===== config.mk =====
export PLATFORM = sky130hd
export DESIGN_NAME = lte_ul_path_pow_rd
export DESIGN_NICKNAME = d
export VERILOG_FILES = /design/src/rtl/lte_ul_path_pow_rd.sv
export SDC_FILE = /design/constraint.sdc
export NUM_CORES = 1
export LEC_CHECK = 0
export BUFFER_PORTS_ARGS = -buffer_cell sky130_fd_sc_hd__buf_2
export CORE_MARGIN = 1
export CORE_UTILIZATION = 59
export DETAILED_ROUTE_END_ITERATION = 8
export PLACE_DENSITY = 0.81
export SLEW_MARGIN = 20
export SYNTH_ARGS = -nofsm -noshare
export SYNTH_HDL_FRONTEND = slang
export SYNTH_SLANG_ARGS = --single-unit

===== constraint.sdc =====
create_clock -name clk_apb -period 3.7 [get_ports clk_apb]
set_input_delay 0.555 -clock clk_apb [delete_from_list [all_inputs] [get_ports clk_apb]]
set_output_delay 0.555 -clock clk_apb [all_outputs]
set_load 0.02 [all_outputs]

===== src/rtl/lte_ul_path_pow_rd.sv =====
// Uplink power-detect result reader: triggers a capture, waits out the capture window,
// then reads the 160x32 result RAM and streams one saturated 64-bit power total per subframe.
module lte_ul_path_pow_rd #(
  parameter int          TRIG_HOLD = 4,
  parameter logic [31:0] WAIT_CYC  = 32'd300000000,
  parameter int          RD_LAT    = 2
) (
  input  logic        clk_apb,
  input  logic        asy_rst_n,
  input  logic        i_start,
  input  logic        i_abort,
  output logic [31:0] o_pd_trig,
  output logic [31:0] o_raddr,
  input  logic [31:0] i_rdata,
  output logic        o_sf_valid,
  input  logic        i_sf_ready,
  output logic [3:0]  o_sf_idx,
  output logic [63:0] o_sf_pow,
  output logic        o_busy,
  output logic        o_done
);

  typedef enum logic [2:0] {
    S_IDLE, S_TRIG, S_WAIT, S_READ, S_OUT, S_DONE
  } state_t;

  state_t          state;
  logic [7:0]      trig_cnt;
  logic [31:0]     wait_cnt;
  logic [3:0]      sf;
  logic [4:0]      iss_cnt;
  logic [2:0]      hi_cnt;
  logic [31:0]     lo_word;
  logic [66:0]     acc, acc_nxt;
  logic [RD_LAT:0] vld_pipe, half_pipe;

  logic            xfer, wait_done, ret, last_ret;
  logic            issue, issue_half;
  logic [7:0]      issue_addr;

  // Entry into READ issues the first address on the same edge, so the 16
  // reads of a subframe land in the first 16 READ cycles with no bubble.
  always_comb begin
    xfer       = o_sf_valid & i_sf_ready;
    wait_done  = (state == S_WAIT) && (wait_cnt == WAIT_CYC - 32'd1);
    acc_nxt    = acc + {3'b000, i_rdata, lo_word};
    ret        = (state == S_READ) && vld_pipe[RD_LAT];
    last_ret   = ret && half_pipe[RD_LAT] && (hi_cnt == 3'd7);
    issue      = 1'b0;
    issue_half = 1'b0;
    issue_addr = 8'd0;
    if (!i_abort) begin
      case (state)
        S_WAIT: if (wait_done) issue = 1'b1;
        S_READ: if (iss_cnt < 5'd16) begin
          issue      = 1'b1;
          issue_half = iss_cnt[0];
          issue_addr = {sf, iss_cnt[3:0]};
        end
        S_OUT: if (xfer && sf != 4'd9) begin
          issue      = 1'b1;
          issue_addr = {sf + 4'd1, 4'd0};
        end
        default: ;
      endcase
    end
  end

  always_ff @(posedge clk_apb or negedge asy_rst_n) begin
    if (!asy_rst_n) begin
      state      <= S_IDLE;
      trig_cnt   <= '0;
      wait_cnt   <= '0;
      sf         <= '0;
      iss_cnt    <= '0;
      hi_cnt     <= '0;
      lo_word    <= '0;
      acc        <= '0;
      vld_pipe   <= '0;
      half_pipe  <= '0;
      o_pd_trig  <= '0;
      o_raddr    <= '0;
      o_sf_valid <= 1'b0;
      o_sf_idx   <= '0;
      o_sf_pow   <= '0;
      o_busy     <= 1'b0;
      o_done     <= 1'b0;
    end else begin
      vld_pipe  <= {vld_pipe[RD_LAT-1:0], issue};
      half_pipe <= {half_pipe[RD_LAT-1:0], issue_half};
      if (issue) o_raddr <= {24'd0, issue_addr};

      if (i_abort) begin
        // Flushing the tag pipe drops any read data still on its way back.
        state      <= S_IDLE;
        vld_pipe   <= '0;
        acc        <= '0;
        hi_cnt     <= '0;
        iss_cnt    <= '0;
        trig_cnt   <= '0;
        wait_cnt   <= '0;
        o_pd_trig  <= '0;
        o_sf_valid <= 1'b0;
        o_busy     <= 1'b0;
        o_done     <= 1'b0;
      end else begin
        case (state)
          S_IDLE: begin
            o_done <= 1'b0;
            if (i_start) begin
              state     <= S_TRIG;
              trig_cnt  <= '0;
              o_pd_trig <= 32'd1;
              o_busy    <= 1'b1;
            end
          end
          S_TRIG: begin
            trig_cnt <= trig_cnt + 8'd1;
            if (trig_cnt == 8'(TRIG_HOLD - 1)) begin
              o_pd_trig <= '0;
              wait_cnt  <= '0;
              state     <= S_WAIT;
            end
          end
          S_WAIT: begin
            wait_cnt <= wait_cnt + 32'd1;
            if (wait_done) begin
              sf      <= '0;
              acc     <= '0;
              hi_cnt  <= '0;
              iss_cnt <= 5'd1;
              state   <= S_READ;
            end
          end
          S_READ: begin
            if (iss_cnt < 5'd16) iss_cnt <= iss_cnt + 5'd1;
            if (ret) begin
              if (half_pipe[RD_LAT]) begin
                acc    <= acc_nxt;
                hi_cnt <= hi_cnt + 3'd1;
              end else begin
                lo_word <= i_rdata;
              end
            end
            if (last_ret) begin
              o_sf_valid <= 1'b1;
              o_sf_idx   <= sf;
              o_sf_pow   <= (|acc_nxt[66:64]) ? 64'hFFFF_FFFF_FFFF_FFFF : acc_nxt[63:0];
              state      <= S_OUT;
            end
          end
          S_OUT: begin
            if (xfer) begin
              o_sf_valid <= 1'b0;
              if (sf == 4'd9) begin
                o_done <= 1'b1;
                state  <= S_DONE;
              end else begin
                sf      <= sf + 4'd1;
                acc     <= '0;
                hi_cnt  <= '0;
                iss_cnt <= 5'd1;
                state   <= S_READ;
              end
            end
          end
          S_DONE: begin
            o_done <= 1'b0;
            o_busy <= 1'b0;
            state  <= S_IDLE;
          end
          default: state <= S_IDLE;
        endcase
      end
    end
  end

endmodule

# Yosys cells after proc, flatten, opt, wreduce, memory -nomap -nowiden
# Index checks and enable logic that the tools add are counted.
[word_totals] regBits=271 inputBits=37 out_inout_bits=135 word_cells=143
[classes] addsub=6 order_cmp=1 eq_ne=23 n_mux=66 bitwise=3 reduce_logical=27
[op_table] cell="two-way mux 67 bit" count=6
[op_table] cell="one-hot mux 67 bit (3 select lines)" count=1
[op_table] cell="two-way mux 32 bit" count=4
[op_table] cell="one-hot mux 32 bit (2 select lines)" count=2
[op_table] cell="adder 67 x 64 -> 67 bit" count=1
[op_table] cell="two-way mux 64 bit" count=1
[op_table] cell="two-way mux 3 bit" count=14
[op_table] cell="two-way mux 8 bit" count=5
[op_table] cell="adder 32 x 1 -> 32 bit (second input constant)" count=1
[op_table] cell="equality test 32 x 29 -> 1 bit (second input constant)" count=1
[op_table] cell="one-hot mux 8 bit (2 select lines)" count=2
[op_table] cell="!= test 3 bit (second input constant)" count=9
[op_table] cell="two-way mux 5 bit" count=5
[op_table] cell="two-way mux 1 bit" count=15
[op_table] cell="one-hot mux 3 bit (5 select lines)" count=1
[op_table] cell="one-hot mux 5 bit (3 select lines)" count=1
[op_table] cell="AND reduction 5 bit" count=3
[op_table] cell="nonzero test 3 bit" count=5
[op_table] cell="two-way mux 4 bit" count=3
[op_table] cell="AND reduction 3 bit" count=4
[op_table] cell="equality test 3 bit (second input constant)" count=3
[op_table] cell="one-hot mux 3 bit (3 select lines)" count=1
[op_table] cell="adder 8 x 1 -> 8 bit (second input constant)" count=1
[op_table] cell="equality test 8 x 2 -> 1 bit (second input constant)" count=1
[op_table] cell="24 further kinds" count=36

# Depth between registers and ports, before layout
# Gate-level depths: netlist of run 1.
[logic_depth] word_depth=7 ltp_mapped=14 depth_no_buf=12

# Worst setup path after synthesis of run 1
# No wires, ideal clock.
[synth_path] path_type="input-to-reg" start="in i_rdata[3]" end="reg o_sf_pow[32]" setup_time_ps=121 t_arrival_ps=3142 required_time_ps=3579 slack_ps=437 cell_stages=14 n_path_buf=3 path_cell_list="ha_1 -> buf_4 -> nand2_1 -> o21bai_1 -> a21oi_1 -> o31a_1 -> or3_4 -> a31oi_4 -> mux2i_1 -> nand3_2 -> mux2_4 -> buf_12 -> buf_12 -> o22a_1"
[synth_between] elab_chain_len=3
[synth_lines] element="from (decl)" line_no="14" rtl="input logic [31:0] i_rdata,"
[synth_lines] element="adder 67 x 64 -> 67 bit" line_no="46" rtl="acc_nxt = acc + {3'b000, i_rdata, lo_word};"
[synth_lines] element="OR reduction 3 bit" line_no="148" rtl="o_sf_pow <= (|acc_nxt[66:64]) ? 64'hFFFF_FFFF_FFFF_FFFF : acc_nxt[63:0];"
[synth_lines] element="two-way mux 64 bit" line_no="148"
[synth_lines] element="to (signal assigned)" line_no="148"
[synth_lines] element="to (decl)" line_no="18" rtl="output logic [63:0] o_sf_pow,"
# Every way passes these cells.
# A chain may end at the register's enable or synchronous reset.

# Worst setup path in the final report of run 1
[layout_path] start="reg lo_word[0]" end="reg o_sf_pow[24]"
[layout_between] elab_chain_len=3
[layout_lines] element="from (decl)" line_no="33" rtl="logic [31:0] lo_word;"
[layout_lines] element="from (signal assigned)" line_no="142" rtl="lo_word <= i_rdata;"
[layout_lines] element="adder 67 x 64 -> 67 bit *" line_no="46"
[layout_lines] element="OR reduction 3 bit" line_no="148"
[layout_lines] element="two-way mux 64 bit *" line_no="148"
# Every way passes the cells marked *; elsewhere a longest branch is shown, timed or not.

==> reports/qor.txt, run 1 <==
status -> finished, final reports clean
combinational power share -> 15.9%
slowest CP cell -> mux2_8
Worst Setup Slack, final -> 0.2018 ns
fill cell total of the finished layout -> 1,960
Slew HR -> 33.35%
RSZ-0062 raised after global routing -> false
Crit path required time -> 4.12 ns
Setup TNS -> 0 ns
Num CTS Buffers -> 28
DR vias -> 11,770
main area contributors after synthesis -> dfrtp_1 41%, ha_1 6.1%, a22o_1 4.2%
CP Capture Type -> register
largest area contributor in the netlist -> dfrtp_1
crit path time final -> 3.498 ns
Worst Max-Slew Pin Slew -> 0.9996 ns
Post-synth EDFFs -> 0
Synth top area share -> 41.42%
first-pass GRT wire length -> 57,780 um
met2 routed WL -> 17,020 um
placed insts -> 1,874
Pre-Repair DR Iteration Count -> 5
fmax -> 0.2859 GHz
Die X -> 158.8 um
DR DRC count -> 0
grt ovf -> 0
vias in the first global route -> 11,687
Post-Synthesis Cells -> 1,482
Synth Cell Area -> 0.01450 sq mm
Avg Cell Area, Syn -> 9.783 sq um
H-tree levels -> 1
Max VDD drop -> 0.0004971 V
Synth cell types -> 96
detailed placer's ending HPWL -> 25,380 um
sequential share of the synthesized area -> 41.42%
P_leak -> 0.007812 uW
FF+latch count, synth -> 240
max incr delay on CP -> 0.54 ns
CTS Hold Bufs -> 0
layout cells sized above 1 -> 17.33%
Total GRT Usage -> 27.74%
HP Class -> in -> async
skew final -> 0.01072 ns
# IOs -> 172
Post-synth top flop -> dfrtp_1
worst-case clock buffer depth -> 3
Worst-path clk slew -> 0.06 ns
Sequential Power Share -> 42.4%
clk sink count -> 240
commonest non-fill, non-tap cell in the layout -> dfrtp_1
core area -> 0.02418 sq mm
CP Max Fanout -> 62
row cnt -> 57
Final GP Congestion -> 0.9512
CTS tree -> done
Synth-to-Final Area Change -> 10.14%
Slew Limit Fails -> 0
Final Hold Fails -> 0
DR WL/cell -> 18.16 um
startpoint types -> register
fin cells -> 1,928
Final nets -> 1,691
Reg area -> 0.006006 sq mm
root buffer cell -> clkbuf_16
Skew-Pair Late Insertion Delay -> 0.54 ns
largest net degree at the start of global routing -> 107
Pwr Total -> 6781 uW
final wirelength -> 35,020 um
fin crit share -> 94.55%
Vias/cell -> 6.105
area taken by multi-input logic gates -> 0.007635 sq mm
initial antenna violation count -> 0
critical-path cell list -> ha_1 > fa_1 > a21oi_1 > nand4b_1 > a21oi_2 > o21ai_2 > a21boi_1 > o211ai_2 > nand3b_2 > a41o_1 > mux2_8 > o22a_1
Cell Pwr Density -> 424.6 mW/mm^2
DR iter-0 viols -> 809
Starting Density -> 59.97%
clock share of power -> 41.7%
DR WL met3 -> 1774 um
Post-synth ARST share -> 100.0%
most frequent cells in the layout -> 240 x dfrtp_1, 117 x nand2_1, 115 x buf_2, 110 x a21oi_1, 106 x o21ai_0
post-route ant nets -> 0
IO buf count -> 116
die height -> 158.8 um
Top Metal Used -> met4
Ant. Diodes -> 0
Setup violations, final -> 0
YS warnings -> 0
MaxCap Viol Count -> 0
Crit Path Class -> reg -> reg
Sw Share -> 29.00%
full die area -> 0.02520 sq mm
sw power -> 1967 uW
M1 WL -> 14,700 um
critical path data arrival time -> 3.91 ns
P_int -> 4814 uW
Setup Slack @ Placement -> 0.007247 ns
-- registers in the layout, summed over array words and instances (netlist names), 5 cells and up --
register,count
acc,67
o_sf_pow,64
lo_word,32
wait_cnt,32
o_raddr,8
trig_cnt,8
iss_cnt,5
-- through the flow --
step	util, %	hold slack [ns]	instance area, sq um
5_1_grt	66.05	0.1352	15970
4_1_cts	65.92	0.1108	15940
3_5_place_dp	61.91	0.3385	14970
2_1_floorplan	-	0.2594	14700
3_3_place_gp	61.91	0.3347	14970
6_report	66.05	0.06335	15970
-- final cells by class --
type	instances	share of cell area, %
Timing Repair Buffer	150	5.375
Clock buffer	41	5.265
Multi-Input combinational cell	1137	47.81
Tap cell	324	2.539
Sequential cell	240	37.61
Inverter	25	0.5876
Clock inverter	11	0.8149
-- kinds of logic after synthesis --
group / share of synthesized area [%]
xor+xnor: 3.926
simple gates: 13.32
compound gates: 24.29
other cells: 0.02586
mux: 3.184
flops: 41.42
fa+ha+maj: 6.265
buf+inv: 7.559
-- power by group through the flow --
stage	clock network [uW]	logic [uW]	registers (uW)
CTS	2870	1080	2880
floorplan	0	692	3000
global route	3000	1190	2900
detailed placement	0	1080	2920
finish	2830	1080	2880
global placement	0	1050	2910
-- final timing paths --
kind                                              from  slack [ns]  depth (start not counted)                       end
worst max-delay path            lo_word[0]$_DFFE_PN0P_        0.20                         12  o_sf_pow[24]$_DFFE_PN0P_
worst min-delay path                         asy_rst_n        0.06                          1   o_sf_pow[4]$_DFFE_PN0P_
worst max register to register  lo_word[0]$_DFFE_PN0P_        0.20                         12  o_sf_pow[24]$_DFFE_PN0P_
worst min register to register  half_pipe[0]$_DFF_PN0_        0.35                          0    half_pipe[1]$_DFF_PN0_
max in group asynchronous                    asy_rst_n        2.56                          2   wait_cnt[2]$_DFFE_PN0P_
min in group clk_apb                        i_rdata[5]        0.28                          2    lo_word[5]$_DFFE_PN0P_
-- worst max-delay path, delay by kind of cell (launching register included) --
kind	cells	cell delay [ns]
mux	1	0.54
compound gates	7	1.45
flops	1	0.38
fa+ha+maj	2	0.68
simple gates	2	0.30
-- layer usage --
layer	vias to the layer above	track usage (%)
met3	101	3.788
met5	-	0
met1	5741	35.47
met4	0	12.67
li1	5568	-
met2	360	46.73
-- repair_timing --
action	4_1_cts	5_1_grt
endpoints found under the setup margin	0	62
setup buffers	0	2
resized for setup	0	2
-- synthesized netlist by cell type, drive strengths merged, types with 5 or more instances --
library cell and count:
nor4 5, o22a 62, nand3 23, nor3 21, a21o 34, nand4 35, or3 12, o21ai 122
o21a 9, a211oi 10, a31oi 14, nand2 118, o211ai 9, a21oi 115, clkbuf 34, and3 16
inv 25, dfrtp 240, o31ai 12, o21bai 16, and4 6, nor2 103, or2 6, and2 8
mux2 38, xnor2 43, buf 94, a22o 69, xor2 22, nor2b 18, nand2b 10, a21boi 5
ha 71
Power figures use the tool's default switching activity.
==> run 2, diff against run 1 <==
- CELL_PAD_IN_SITES_DETAIL_PLACEMENT: not set -> 1
- CELL_PAD_IN_SITES_GLOBAL_PLACEMENT: not set -> 1
- CORE_UTILIZATION: 59 -> 46
- PLACE_DENSITY: 0.81 -> not set
- PLACE_DENSITY_LB_ADDON: not set -> 0.1
==> reports/qor.txt, run 2 (synthesis results as in run 1) <==
Pwr Total -> 6941 uW
largest net degree at the start of global routing -> 82
root buffer cell -> clkbuf_16
clk sink count -> 240
post-route ant nets -> 0
first-pass GRT wire length -> 66,790 um
biggest regs -> acc: 67 flops, o_sf_pow: 64 flops
Slew Limit Fails -> 0
CP Max Fanout -> 62
final wirelength -> 40,330 um
critical path data arrival time -> 3.97 ns
layout cells sized above 1 -> 18.00%
Die X -> 179.5 um
DR WL/cell -> 19.99 um
Hold Slack -> 0.2463 ns
Slew HR -> 45.16%
die height -> 179.5 um
Final GP Congestion -> 0.8957
reg2reg setup slack -> 0.17 ns
fmax -> 0.2832 GHz
Skew-Pair Late Insertion Delay -> 0.57 ns
full die area -> 0.03223 sq mm
H-tree levels -> 1
cells on worst reg2reg path -> 11
grt ovf -> 0
CTS tree -> done
DR vias -> 11,736
Worst Setup Slack, final -> 0.1695 ns
max FFs per register -> 67
Setup TNS -> 0 ns
Num CTS Buffers -> 27
Cell Pwr Density -> 427.6 mW/mm^2
DR DRC count -> 8
vias in the first global route -> 12,292
Setup Slack @ Placement -> -0.04354 ns
Worst-path clk slew -> 0.07 ns
fin crit share -> 95.42%
CP startpoint -> lo_word[1]$_DFFE_PN0P_
Crit path required time -> 4.14 ns
most frequent cells in the layout -> 240 x dfrtp_1, 117 x nand2_1, 115 x buf_2, 109 x a21oi_1, 106 x o21ai_0
Pre-Repair DR Iteration Count -> 8
Reg with most FFs -> acc
core area -> 0.03083 sq mm
# IOs -> 172
Worst Max-Slew Pin Slew -> 0.8226 ns
startpoint types -> register
Synth-to-Final Area Change -> 11.94%
Area after DPL -> 0.01525 sq mm
Max VDD drop -> 0.0003685 V
Final nets -> 1,710
crit path time final -> 3.531 ns
RSZ-0062 raised after global routing -> true
Total GRT Usage -> 25.29%
FF-to-FF End -> o_sf_pow[4]$_DFFE_PN0P_
HP Class -> in -> reg
status -> finished, violations left
skew final -> 0.02517 ns
detailed placer's ending HPWL -> 29,900 um
commonest non-fill, non-tap cell in the layout -> dfrtp_1
Setup violations, final -> 0
failing checks -> DRC
initial antenna violation count -> 0
Final Hold Fails -> 0
Crit Path Class -> reg -> reg
worst-case clock buffer depth -> 3
MaxCap Viol Count -> 0
Starting Density -> 47.03%
Critical R2R Launch -> lo_word[1]$_DFFE_PN0P_
Ant. Diodes -> 0
IO buf count -> 116
DR iter-0 viols -> 511
Critical Path End -> o_sf_pow[4]$_DFFE_PN0P_
final instance area -> 0.01623 sq mm
P_leak -> 0.007918 uW
Vias/cell -> 5.816
row cnt -> 64
CP Capture Type -> register
run 2: cell type report:
cell class | count | area (sq um)
fillers | 3524 | 14600
multi-input cells | 1137 | 7634
flip-flops and latches | 240 | 6006
repair buffers | 170 | 1049
clock buffers | 38 | 747.0
well taps | 396 | 495.5
clock inverters | 12 | 206.4
inverters | 25 | 93.84
run 2: what timing repair did:
action | 4_1_cts | 5_1_grt
hold buffers | 1 | 0
buffers inserted | 0 | 0
endpoints found under the hold margin | 2 | 0
resized for setup | 0 | 2
setup endpoints to repair | 0 | 63
run 2: worst max-delay path: stages, from the launching register on:
cell,delay [ns]
dfrtp_1,0.43
ha_1,0.30
a21oi_1,0.11
nor3_1,0.46
o21ai_1,0.20
a211oi_2,0.36
o21ai_2,0.13
a31oi_4,0.22
mux2i_1,0.24
nand3_2,0.11
mux2_8,0.46
o22a_2,0.28
run 2: how the worst min path moves through the flow:
stage,from,end,slack [ns],depth (start not counted)
finish,i_rdata[31],lo_word[31]$_DFFE_PN0P_,0.25,2
global route,i_rdata[31],lo_word[31]$_DFFE_PN0P_,0.23,2
CTS,i_rdata[31],lo_word[31]$_DFFE_PN0P_,0.23,2
detailed placement,half_pipe[0]$_DFF_PN0_,half_pipe[1]$_DFF_PN0_,0.34,0
global placement,half_pipe[0]$_DFF_PN0_,half_pipe[1]$_DFF_PN0_,0.33,0
floorplan,asy_rst_n,acc[0]$_DFFE_PN0P_,0.26,0
run 2: stage by stage:
step | cells | util, %
finish | 2018 | 52.65
CTS | 2018 | 52.60
detailed placement | 1967 | 49.47
floorplan | 1536 | -
global placement | 1967 | 49.47
global route | 2018 | 52.65
run 2: per-layer routing:
metal	up-vias	track usage, %	share of wire, %
li1	5589	-	-
met1	5902	32.83	44
met2	181	44.45	50
met3	64	3.383	3.4
met4	0	6.414	2.4
met5	-	0	0
run 2: power by group:
| group | switching, uW | leakage (uW) | internal [uW] |
|---|---|---|---|
| Combinational | 786 | 0.00421 | 379 |
| Sequential | 114 | 0.00324 | 2760 |
| Clock | 1140 | 0.000465 | 1770 |
